--- src/rtl/commit_collect_mpu_pkg.sv ---
// Shared types and sizing for the MPU commit path.
package commit_collect_mpu_pkg;

  localparam int NUM_TPU            = 16;
  localparam int NUM_ISSUE          = 8;
  localparam int WIDTH_NUM_ISSUE    = $clog2(NUM_ISSUE);
  localparam int CNT_W              = WIDTH_NUM_ISSUE + 1;
  localparam int TIMEOUT_CYCLES_DEF = 4096;

  localparam logic [CNT_W-1:0] CNT_FULL = CNT_W'(NUM_ISSUE);

  typedef struct packed {
    logic               valid;
    logic [NUM_TPU-1:0] pending;
  } commit_entry_t;

endpackage

--- src/rtl/commit_collect_mpu_watchdog.sv ---
// Head-of-queue watchdog: counts cycles the head entry waits and latches its pending mask on expiry.
module commit_watchdog_mpu
  import commit_collect_mpu_pkg::*;
#(
  parameter int TIMEOUT_CYCLES = TIMEOUT_CYCLES_DEF
) (
  input  logic               clock,
  input  logic               reset,
  input  logic               head_valid,
  input  logic               advance,
  input  logic [NUM_TPU-1:0] head_pending,
  output logic               timeout,
  output logic [NUM_TPU-1:0] timeout_mask
);

  localparam int CW = $clog2(TIMEOUT_CYCLES + 1);
  localparam logic [CW-1:0] LIMIT    = CW'(TIMEOUT_CYCLES);
  localparam logic [CW-1:0] LIMIT_M1 = CW'(TIMEOUT_CYCLES - 1);

  logic [CW-1:0] cnt_q;

  always_ff @(posedge clock) begin
    if (reset) begin
      cnt_q        <= '0;
      timeout      <= 1'b0;
      timeout_mask <= '0;
    end else begin
      if (advance || !head_valid) cnt_q <= '0;
      else if (cnt_q != LIMIT)    cnt_q <= cnt_q + 1'b1;
      // Only the first expiry is captured; later heads do not overwrite the mask.
      if (!timeout && head_valid && !advance && cnt_q == LIMIT_M1) begin
        timeout      <= 1'b1;
        timeout_mask <= head_pending;
      end
    end
  end

endmodule

--- config.mk ---
export PLATFORM = sky130hd
export DESIGN_NAME = commit_watchdog_mpu
export DESIGN_NICKNAME = d
export VERILOG_FILES = /design/src/rtl/commit_collect_mpu_pkg.sv /design/src/rtl/commit_collect_mpu_watchdog.sv
export SDC_FILE = /design/constraint.sdc
export NUM_CORES = 1
export LEC_CHECK = 0
export CORE_MARGIN = 2
export CORE_UTILIZATION = 43
export DETAILED_ROUTE_END_ITERATION = 7
export PLACE_DENSITY = 0.74
export RECOVER_POWER = 25
export SLEW_MARGIN = 10
export SYNTH_ARGS = -nofsm -noshare
export SYNTH_HDL_FRONTEND = slang
export SYNTH_SLANG_ARGS = --single-unit
--- constraint.sdc ---
create_clock -name clock -period 1.8 [get_ports clock]
set_clock_uncertainty 0.1 [all_clocks]
set_input_delay 0.18 -clock clock [delete_from_list [all_inputs] [get_ports clock]]
set_output_delay 0.18 -clock clock [all_outputs]
set_load 0.02 [all_outputs]
==> out/qor.yml, run 1 <==
status:
  result_of_the_run: "complete, no violations"
logic_synthesis:
  yosysSeqAreaShare_pct: 41.3
  ys_ff_latch: 30
  synth_nets: 175
  synthesis.area_per_instance_um2: 9.49
  synthesis.instances: 153
  post_synth_instance_area_um2: 1450
  netlist-cell-type-count: 29
  synthesis_warning_total: 0
drt:
  first_iter_violations: 38
  num_vias: 1272
  final_routed_wirelength_um: 3310
  route.detailed.wl_per_inst_um: 13.6
  antenna_left: 0
  via_per_inst: 5.21
  detail_route.first_pass.iterations: 4
  drcViolationCount: 0
placement:
  post-place-cells: 236
  finalWeightedCongestion: 0.789
  detailed_placement_hpwl_um: 2430
  portBuffers: 36
  post_dp_cell_area_um2: 1910
global_route:
  first_global_vias: 1227
  groute.usage.overall_pct: 18.6
  grt_antenna_before_repair: 0
  largest_net_degree_at_the_start_of_global_routing: 34
  globalRoute.totalOverflow: 0
  grt_pass1_wl_um: 5660
worst_setup_path:
  cp_data_required_time_ns: 1.97
  worstSetupEndpointType: "flop"
  crit_path_start_kind: "primary input"
  timing.setup.critical_path_class: "in2reg"
  critical-path-slowest-cell: "sky130_fd_sc_hd__dlygate4sd3_1"
  worstPathMaxFanout: 17
  critical_path.top_delay_family: "buffers and inverters"
  critPathArrivalTime_ns: 1.91
  cp_slowest_stage_delay_ns: 0.55
  crit_path_cell_trace: "dlygate4sd3_1, or4b_1, nor4_4, buf_12, mux2i_1"
  cp.buffers_inverters: 2
floorplanning:
  die-area_um2: 3860
  die_height_um: 62.1
  chipWidth_um: 62.1
  floorplan.rows: 21
  num_io_pins: 37
  fp.coreArea_um2: 3280
  floorplan.initialDensity_pct: 44.2
cts:
  worstSkewPairLatency_ns: 0.34
  clk_root_buffer_cell: "sky130_fd_sc_hd__clkbuf_4"
  cts.reportedPaths.clkPinSlew_ns: 0.10
  postCtsSetupBuffers: 0
  cts_inserted_buffers: 5
  cts.htree.levels: 2
  clock_tree.buffer_depth: 2
  hold_buffers: 0
  tritoncts: "yes"
  clock_sink_count: 30
sta:
  clock.fmax_ghz: 0.576
  setup-tns-final_ns: 0
  worst_hold_slack_ns: 0.301
  max_slew.worst_pin.slew_ns: 0.459
  drv_slew: 0
  setup-violations-final: 0
  max-slew-margin-rel_pct: 68.9
  timing.final.crit_period_ns: 1.73
  grt_setup_unrepaired: "no"
  hold_violations: 0
  final_min_period_over_clock_period_pct: 96.4
finish:
  layout-area-overhead-vs-synth_pct: 39.0
  final_util_pct: 61.5
  finalNonFillerCells: 244
  filler_cell_count: 297
  drive_gt1_share_pct: 10.6
  antenna_diodes: 0
  total_non_filler_cell_area_in_the_finished_layout_um2: 2020
  layout.nets: 219
job:
  maxCapViolations: 0
pwr:
  pwr_density_cell_nw_per_um2: 731
  max-vdd-ir-drop_mv: 0.395
  p_leak_nw: 0.693
min_path:
  hold_class: "in2reg"
## layout by cell type (no fill, tap or decap), types with 4 or more instances in the layout
master,count
sky130_fd_sc_hd__nand2b_1,34
sky130_fd_sc_hd__clkdlybuf4s50_1,29
sky130_fd_sc_hd__dfxtp_1,27
sky130_fd_sc_hd__mux2i_1,17
sky130_fd_sc_hd__a21oi_1,8
sky130_fd_sc_hd__dlygate4sd3_1,7
sky130_fd_sc_hd__nand3_1,6
sky130_fd_sc_hd__clkbuf_4,6
sky130_fd_sc_hd__buf_4,6
sky130_fd_sc_hd__inv_1,5
sky130_fd_sc_hd__o31ai_1,5
sky130_fd_sc_hd__or4_1,5
sky130_fd_sc_hd__nand2_1,4
## layer usage
layer  track usage [%]  routed length, um  vias up
met1              21.2               1400      597
met3              6.16                144        9
met2              31.8               1680       34
met4              8.33                 89        0
met5                 0                  0        -
li1                  -                  -      632
## logic make-up after synthesis
kind of cell	count (synthesis)	synth area share [%]
xor+xnor	2	1.21
flops	30	41.3
mux	17	11.7
fa+ha+maj	2	1.72
simple gates	69	30.2
compound gates	20	8.79
buf+inv	13	5.00
## registers in the layout, summed over array words and instances (netlist names)
signal,flops
cnt_q,13
timeout,1
timeout_mask,16
## final timing paths
check                  start               to  slack, ns  cells after the start
max                  advance  timeout_mask[3]       0.07                      5
min          head_pending[1]  timeout_mask[1]       0.30                      3
max reg2reg         cnt_q[0]         cnt_q[2]       0.07                      5
min reg2reg  timeout_mask[4]  timeout_mask[4]       0.37                      2
## through the flow
stage | setup slack (ns) | power (mW)
5_1_grt | 0.0122 | 1.52
3_3_place_gp | -0.122 | 0.770
4_1_cts | 0.0207 | 1.48
6_report | 0.0654 | 1.48
3_5_place_dp | -0.186 | 0.772
2_1_floorplan | 0.0957 | 0.716
## what timing repair did
action / 4_1_cts / 5_1_grt
endpoints found under the setup margin: 5 / 20
resized for setup: 1 / 3
gates cloned: 0 / 0
## tightest hold or removal path, delay by kind of cell
kind | cells | cell delay, ns
buf+inv | 1 | 0.39
simple gates | 1 | 0.07
mux | 1 | 0.06
## cells in the mapped netlist
cell type                  instances  share of area [%]
sky130_fd_sc_hd__nand2b_1         34                 15
sky130_fd_sc_hd__dfxtp_1          30                 41
sky130_fd_sc_hd__mux2i_1          17                 12
sky130_fd_sc_hd__a21oi_1           8                2.8
sky130_fd_sc_hd__clkbuf_1          6                1.6
sky130_fd_sc_hd__nand3_1           6                2.1
sky130_fd_sc_hd__inv_1             5                1.3
sky130_fd_sc_hd__o31ai_1           5                2.6
sky130_fd_sc_hd__or4_1             5                2.6
sky130_fd_sc_hd__nand2_1           4                1.0
sky130_fd_sc_hd__nand4_1           3                1.3
sky130_fd_sc_hd__nor4_1            3                1.3
sky130_fd_sc_hd__or4b_1            3                2.1
sky130_fd_sc_hd__ha_1              2                1.7
sky130_fd_sc_hd__nor2_1            2               0.52
sky130_fd_sc_hd__nor3_1            2               0.69
sky130_fd_sc_hd__nor4b_1           2                1.2
sky130_fd_sc_hd__o21a_1            2                1.0
sky130_fd_sc_hd__o21ai_0           2               0.69
sky130_fd_sc_hd__or3_1             2               0.86
sky130_fd_sc_hd__xor2_1            2                1.2
sky130_fd_sc_hd__a31oi_1           1               0.43
sky130_fd_sc_hd__buf_12            1                1.4
sky130_fd_sc_hd__buf_6             1               0.78
sky130_fd_sc_hd__nor3b_1           1               0.52
sky130_fd_sc_hd__nor4_2            1               0.86
sky130_fd_sc_hd__o21ba_1           1               0.69
sky130_fd_sc_hd__o311ai_1          1               0.60
sky130_fd_sc_hd__or3b_1            1               0.60
## area by class of cell
type / count / area, um2 / share of cell area, %
multi-input cells: 110 / 791 / 39.2
flip-flops and latches: 30 / 604 / 29.9
repair buffers: 45 / 437 / 21.6
clock inverters: 2 / 60.1 / 2.97
well taps: 46 / 57.6 / 2.85
clock buffers: 6 / 51.3 / 2.54
inverters: 5 / 18.8 / 0.929
## power breakdown
part / leakage [nW] / switching [mW] / total (mW) / internal [mW]
sequential: 0.243 / 0.00181 / 0.666 / 0.665
combinational: 0.391 / 0.0297 / 0.0897 / 0.0600
clock: 0.0585 / 0.249 / 0.719 / 0.470
No activity file was read; power rests on OpenSTA's default activity.
==> inputs of run 2 (changes only) <==
Settings changed: CELL_PAD_IN_SITES_DETAIL_PLACEMENT from default to 0, CELL_PAD_IN_SITES_GLOBAL_PLACEMENT from default to 1, CORE_UTILIZATION 43 to 41, DONT_BUFFER_PORTS from default to 1, PLACE_DENSITY 0.74 to default, PLACE_DENSITY_LB_ADDON from default to 0.1.
==> out/qor.yml, run 2 (synthesis gave the netlist of run 1 again) <==
cts:
  cts.reportedPaths.clkPinSlew_ns: 0.10  # about the same
  tritoncts: "yes"  # unchanged
  clock_tree.buffer_depth: 2  # unchanged
  clock_sink_count: 30  # unchanged
  worstSkewPairLatency_ns: 0.33  # was 0.34 ns
  clk_root_buffer_cell: "sky130_fd_sc_hd__clkbuf_4"  # unchanged
  cts.htree.levels: 2  # unchanged
  cts_inserted_buffers: 5  # unchanged
finish:
  largest_register_ff_count: 16  # unchanged
  layout.cells.most_common: "sky130_fd_sc_hd__nand2b_1"  # unchanged
  largest-register: "timeout_mask"  # unchanged
  layout_common_cells: "sky130_fd_sc_hd__nand2b_1 (34), sky130_fd_sc_hd__dlygate4sd3_1 (29), sky130_fd_sc_hd__dfxtp_1 (26), sky130_fd_sc_hd__mux2i_1 (17), sky130_fd_sc_hd__a21oi_1 (8)"  # was sky130_fd_sc_hd__nand2b_1 (34), sky130_fd_sc_hd__clkdlybuf4s50_1 (29), sky130_fd_sc_hd__dfxtp_1 (27), sky130_fd_sc_hd__mux2i_1 (17), sky130_fd_sc_hd__a21oi_1 (8)
  antenna_diodes: 0  # unchanged
  layout.nets: 211  # was 219
  layout-area-overhead-vs-synth_pct: 36.8  # was 39.0%
  filler_cell_count: 296  # was 297
  drive_gt1_share_pct: 11.6  # was 10.6%
  biggestRegsByFlops: "timeout_mask: 16 flops, cnt_q: 13 flops, timeout: 1 flops"  # unchanged
worst_setup_path:
  worst-r2r-cell-count: 5  # unchanged
  worstPathMaxFanout: 8  # was 17
  cp_slowest_stage_delay_ns: 0.55  # about the same
  critical-path-slowest-cell: "sky130_fd_sc_hd__or4b_4"  # was sky130_fd_sc_hd__dlygate4sd3_1
  crit_path_cell_trace: "or4b_4, nor4_4, buf_6, clkbuf_16, mux2i_1"  # was dlygate4sd3_1, or4b_1, nor4_4, buf_12, mux2i_1
  timing.setup.critical_path_class: "reg2reg"  # was in2reg
  crit-reg2reg-launch: "cnt_q[12]"  # was cnt_q[0]
  cp_data_required_time_ns: 1.96  # was 1.97 ns
  worstSetupEndpointType: "flop"  # unchanged
  critPathArrivalTime_ns: 1.91  # about the same
  crit_path_start_kind: "flop"  # was primary input
  regToRegEndpoint: "timeout_mask[15]"  # was cnt_q[2]
  r2r_setup_slack_ns: 0.05  # was 0.07 ns
sta:
  setup-violations-final: 0  # unchanged
  timing.final.crit_period_ns: 1.75  # was 1.73 ns
  drv_slew: 0  # unchanged
  clock.fmax_ghz: 0.573  # was 0.576 GHz
  final_min_period_over_clock_period_pct: 97.0  # was 96.4%
  max-slew-margin-rel_pct: 61.1  # was 68.9%
  hold_violations: 0  # unchanged
  worst_hold_slack_ns: 0.0340  # was 0.301 ns
  worst_setup_slack_after_layout_ns: 0.0535  # was 0.0654 ns
  max_slew.worst_pin.slew_ns: 0.582  # was 0.459 ns
drt:
  first_iter_violations: 68  # was 38
  final_routed_wirelength_um: 3420  # was 3310 um
  via_per_inst: 5.25  # was 5.21
  num_vias: 1240  # was 1272
  detail_route.first_pass.iterations: 4  # unchanged
  antenna_left: 0  # unchanged
  drcViolationCount: 0  # unchanged
  route.detailed.wl_per_inst_um: 14.5  # was 13.6 um
floorplanning:
  num_io_pins: 37  # unchanged
  die-area_um2: 4040  # was 3860 um2
  floorplan.initialDensity_pct: 43.2  # was 44.2%
  chipWidth_um: 63.5  # was 62.1 um
  die_height_um: 63.5  # was 62.1 um
  fp.coreArea_um2: 3360  # was 3280 um2
  floorplan.rows: 21  # unchanged
job:
  maxCapViolations: 0  # unchanged
pwr:
  pwr_density_cell_nw_per_um2: 741  # was 731 nW/um2
  p_leak_nw: 0.662  # was 0.693 nW
  totalPowerFinal_mw: 1.47  # was 1.48 mW
  max-vdd-ir-drop_mv: 0.486  # was 0.395 mV
placement:
  placement.setup.worst_slack_ns: 0.0773  # was -0.186 ns
  detailed_placement_hpwl_um: 2080  # was 2430 um
  portBuffers: 0  # was 36
  finalWeightedCongestion: 0.785  # was 0.789
global_route:
  largest_net_degree_at_the_start_of_global_routing: 24  # was 34
  grt_pass1_wl_um: 5730  # was 5660 um
  globalRoute.totalOverflow: 0  # unchanged
  grt_antenna_before_repair: 0  # unchanged
  groute.usage.overall_pct: 18.3  # was 18.6%
  first_global_vias: 1264  # was 1227
min_path:
  whs_path_depth: 2  # was 3
  timing.hold.worst.start: "head_valid"  # was head_pending[1]
  worst_hold_path_ep: "cnt_q[7]"  # was timeout_mask[1]
  hold_class: "in2reg"  # unchanged
status:
  result_of_the_run: "complete, no violations"  # unchanged
-- run 2: cell types whose count changed in the layout (fill, tap and decap cells not counted), moves of 2 or more --
cell                              delta
sky130_fd_sc_hd__buf_4               -2
sky130_fd_sc_hd__clkbuf_16           +2
sky130_fd_sc_hd__dlygate4sd3_1      +22
sky130_fd_sc_hd__clkdlybuf4s50_1    -29
-- run 2: how the worst max path moves through the flow --
| stage | to | startpoint | slack (ns) |
|---|---|---|---|
| after floorplan | timeout_mask[10] | timeout | 0.1 |
| after global placement | timeout_mask[1] | cnt_q[12] | 0.11 |
| after detailed placement | timeout_mask[2] | cnt_q[12] | 0.08 |
| after CTS | timeout_mask[15] | cnt_q[1] | 0.04 |
| after global routing | timeout_mask[11] | cnt_q[7] | -0.001 |
| final | timeout_mask[15] | cnt_q[12] | 0.05 |
-- run 2: cell type report --
class	instances	area [um2]	area share [%]
multi-input cells	110	792	39.9
flip-flops and latches	30	606	30.5
repair buffers	37	402	20.2
clock inverters	2	60.1	3.02
well taps	46	57.6	2.90
clock buffers	6	51.3	2.58
inverters	5	18.8	0.945
-- run 2: layer usage --
layer,vias up,GRT usage [%],part of all wire (%)
met4,0,7.34,1.0
met2,33,31.6,51
met1,582,21.4,42
met3,5,4.82,5.7
li1,620,-,-
met5,-,0,0
-- run 2: where the power goes --
part           total (mW)  switching, mW  internal (mW)
sequential          0.666        0.00176          0.665
clock               0.715          0.245          0.470
combinational      0.0913         0.0277         0.0637
total                1.47          0.274           1.20
-- run 2: worst max-delay path: cells and delay by family, from the launching register on --
kind | cells | cell delay, ns
AND/OR/NAND/NOR | 2 | 0.71
buffers and inverters | 2 | 0.32
flip-flops | 1 | 0.35
multiplexers | 1 | 0.19
-- run 2: what timing repair did --
item | 4_1_cts | 5_1_grt
setup buffers | 0 | 1
endpoints found under the hold margin | 19 | 0
hold buffers | 29 | 0
resized for setup | 0 | 6
endpoints found under the setup margin | 0 | 18
-- run 2: metrics by stage --
step                      TNS [ns]  util, %  instances  area, um2
final                            0     59.1        236       1990
after global routing      -0.00106     59.1        236       1990
after CTS                        0     57.0        233       1920
after detailed placement         0     45.1        196       1520
after global placement           0     45.1        196       1520
after floorplan                  0        -        153       1450
==> inputs of run 3 (changes only) <==
Settings changed: CORE_MARGIN 2 to 1.5.
==> out/qor.yml, run 3 (synthesis gave the netlist of run 1 again) <==
global_route:
  grt_pass1_wl_um: 5840  # was 5730 um
  first_global_vias: 1321  # was 1264
  globalRoute.totalOverflow: 0  # unchanged
  largest_net_degree_at_the_start_of_global_routing: 23  # was 24
  grt_antenna_before_repair: 0  # unchanged
  groute.usage.overall_pct: 18.9  # was 18.3%
sta:
  final_min_period_over_clock_period_pct: 99.3  # was 97.0%
  max-slew-margin-rel_pct: 61.7  # was 61.1%
  clock.fmax_ghz: 0.559  # was 0.573 GHz
  grt_setup_unrepaired: "yes"
  hold_violations: 0  # unchanged
  max_slew.worst_pin.slew_ns: 0.573  # was 0.582 ns
  setup-violations-final: 0  # unchanged
  timing.final.crit_period_ns: 1.79  # was 1.75 ns
  drv_slew: 0  # unchanged
  worst_hold_slack_ns: 0.0286  # was 0.0340 ns
pwr:
  comb_power_share_pct: 6.4  # was 6.2%
  max-vdd-ir-drop_mv: 0.413  # was 0.486 mV
  p_int_mw: 1.20  # about the same
  net-switching-power_mw: 0.274  # about the same
  power_switching_share_pct: 18.6  # about the same
  pwr_density_cell_nw_per_um2: 720  # was 741 nW/um2
  p_leak_nw: 0.692  # was 0.662 nW
  power.clock.fraction_pct: 48.5  # was 48.6%
  totalPowerFinal_mw: 1.47  # about the same
  share_seq_of_total_power_pct: 45.1  # was 45.2%
worst_setup_path:
  critPathArrivalTime_ns: 1.95  # was 1.91 ns
  worstPathMaxFanout: 8  # unchanged
  r2r_setup_slack_ns: 0.01  # was 0.05 ns
  worst-r2r-cell-count: 5  # unchanged
  cp_data_required_time_ns: 1.96  # about the same
  regToRegEndpoint: "timeout_mask[5]"  # was timeout_mask[15]
  crit-reg2reg-launch: "timeout"  # was cnt_q[12]
  worstSetupEndpointType: "flop"  # unchanged
  crit_path_start_kind: "flop"  # unchanged
  timing.setup.critical_path_class: "reg2reg"  # unchanged
drt:
  detail_route.first_pass.iterations: 4  # unchanged
  num_vias: 1268  # was 1240
  antenna_left: 0  # unchanged
  first_iter_violations: 38  # was 68
  drcViolationCount: 0  # unchanged
  via_per_inst: 5.22  # was 5.25
  route.detailed.wl_per_inst_um: 14.2  # was 14.5 um
  final_routed_wirelength_um: 3450  # was 3420 um
min_path:
  whs_path_depth: 2  # unchanged
  worst_hold_path_ep: "cnt_q[7]"  # unchanged
  timing.hold.worst.start: "head_valid"  # unchanged
  hold_class: "in2reg"  # unchanged
floorplanning:
  num_io_pins: 37  # unchanged
  die_height_um: 62.5  # was 63.5 um
  floorplan.initialDensity_pct: 43.2  # unchanged
  fp.coreArea_um2: 3360  # unchanged
  chipWidth_um: 62.5  # was 63.5 um
  die-area_um2: 3910  # was 4040 um2
  floorplan.rows: 21  # unchanged
finish:
  layout.nets: 218  # was 211
  antenna_diodes: 0  # unchanged
  layout-area-overhead-vs-synth_pct: 40.9  # was 36.8%
  drive_gt1_share_pct: 13.7  # was 11.6%
  total_non_filler_cell_area_in_the_finished_layout_um2: 2050  # was 1990 um2
  final_util_pct: 60.9  # was 59.1%
  layout_common_cells: "sky130_fd_sc_hd__nand2b_1 (34), sky130_fd_sc_hd__dlygate4sd3_1 (30), sky130_fd_sc_hd__dfxtp_1 (27), sky130_fd_sc_hd__mux2i_1 (17), sky130_fd_sc_hd__buf_4 (9)"  # was sky130_fd_sc_hd__nand2b_1 (34), sky130_fd_sc_hd__dlygate4sd3_1 (29), sky130_fd_sc_hd__dfxtp_1 (26), sky130_fd_sc_hd__mux2i_1 (17), sky130_fd_sc_hd__a21oi_1 (8)
  layout.cells.most_common: "sky130_fd_sc_hd__nand2b_1"  # unchanged
  largest_register_ff_count: 16  # unchanged
  biggestRegsByFlops: "timeout_mask: 16 flops, cnt_q: 13 flops, timeout: 1 flops"  # unchanged
  largest-register: "timeout_mask"  # unchanged
placement:
  finalWeightedCongestion: 0.771  # was 0.785
  post_dp_cell_area_um2: 1540  # was 1520 um2
  detailed_placement_hpwl_um: 2060  # was 2080 um
  portBuffers: 0  # unchanged
cts:
  cts_inserted_buffers: 5  # unchanged
  clock_sink_count: 30  # unchanged
  clock_tree.buffer_depth: 2  # unchanged
  cts.htree.levels: 2  # unchanged
  clk_root_buffer_cell: "sky130_fd_sc_hd__clkbuf_4"  # unchanged
  tritoncts: "yes"  # unchanged
  cts.reportedPaths.clkPinSlew_ns: 0.09  # was 0.10 ns
  worstSkewPairLatency_ns: 0.33  # about the same
job:
  maxCapViolations: 0  # unchanged
status:
  result_of_the_run: "complete, no violations"  # unchanged
[run 3: cell type report]
cell class / count / area [um2]
Inverter: 5 / 18.8
Timing Repair Buffer: 44 / 453
Tap cell: 46 / 57.6
Sequential cell: 30 / 607
Clock inverter: 2 / 60.1
Clock buffer: 6 / 51.3
Fill cell: 317 / 1320
Multi-Input combinational cell: 110 / 800
[run 3: power by group through the flow]
stage                     Combinational [mW]  Clock (mW)  Sequential (mW)
after floorplan                       0.0353           0            0.681
after global placement                0.0339           0            0.681
after detailed placement              0.0353           0            0.682
after CTS                             0.0910       0.731            0.666
after global routing                   0.103       0.751            0.666
final                                 0.0941       0.714            0.665
[run 3: stage by stage]
stage               cells  TNS (ns)  worst slack (ns)
global placement      199         0             0.103
floorplan             153         0            0.0957
detailed placement    199         0            0.0740
finish                243         0            0.0125
global route          243    -0.114           -0.0340
CTS                   237         0            0.0499
[run 3: how the worst max path moves through the flow]
stage | from | endpoint
2_1_floorplan | timeout | timeout_mask[10]
3_3_place_gp | cnt_q[12] | timeout_mask[15]
3_5_place_dp | cnt_q[12] | timeout_mask[6]
4_1_cts | cnt_q[12] | timeout_mask[2]
5_1_grt | cnt_q[12] | timeout_mask[12]
6_report | timeout | timeout_mask[5]
[run 3: layer usage]
layer	track usage, %	wire length [um]
met1	20.3	1510
met2	33.9	1720
met3	6.85	170
met4	6.67	49
met5	0	0
[run 3: critical path, cell delays in order (launching register included)]
cell and delay (ns):
sky130_fd_sc_hd__dfxtp_1 0.32, sky130_fd_sc_hd__or4b_4 0.52, sky130_fd_sc_hd__nor4_4 0.27, sky130_fd_sc_hd__buf_6 0.17
sky130_fd_sc_hd__clkbuf_16 0.16, sky130_fd_sc_hd__mux2i_1 0.18
[run 3: what timing repair did]
| action | CTS | global route |
|---|---|---|
| hold endpoints to repair | 19 | 0 |
| hold buffers | 30 | 0 |
| buffers inserted | 0 | 4 |
| resized for setup | 0 | 7 |
| setup endpoints to repair | 0 | 19 |
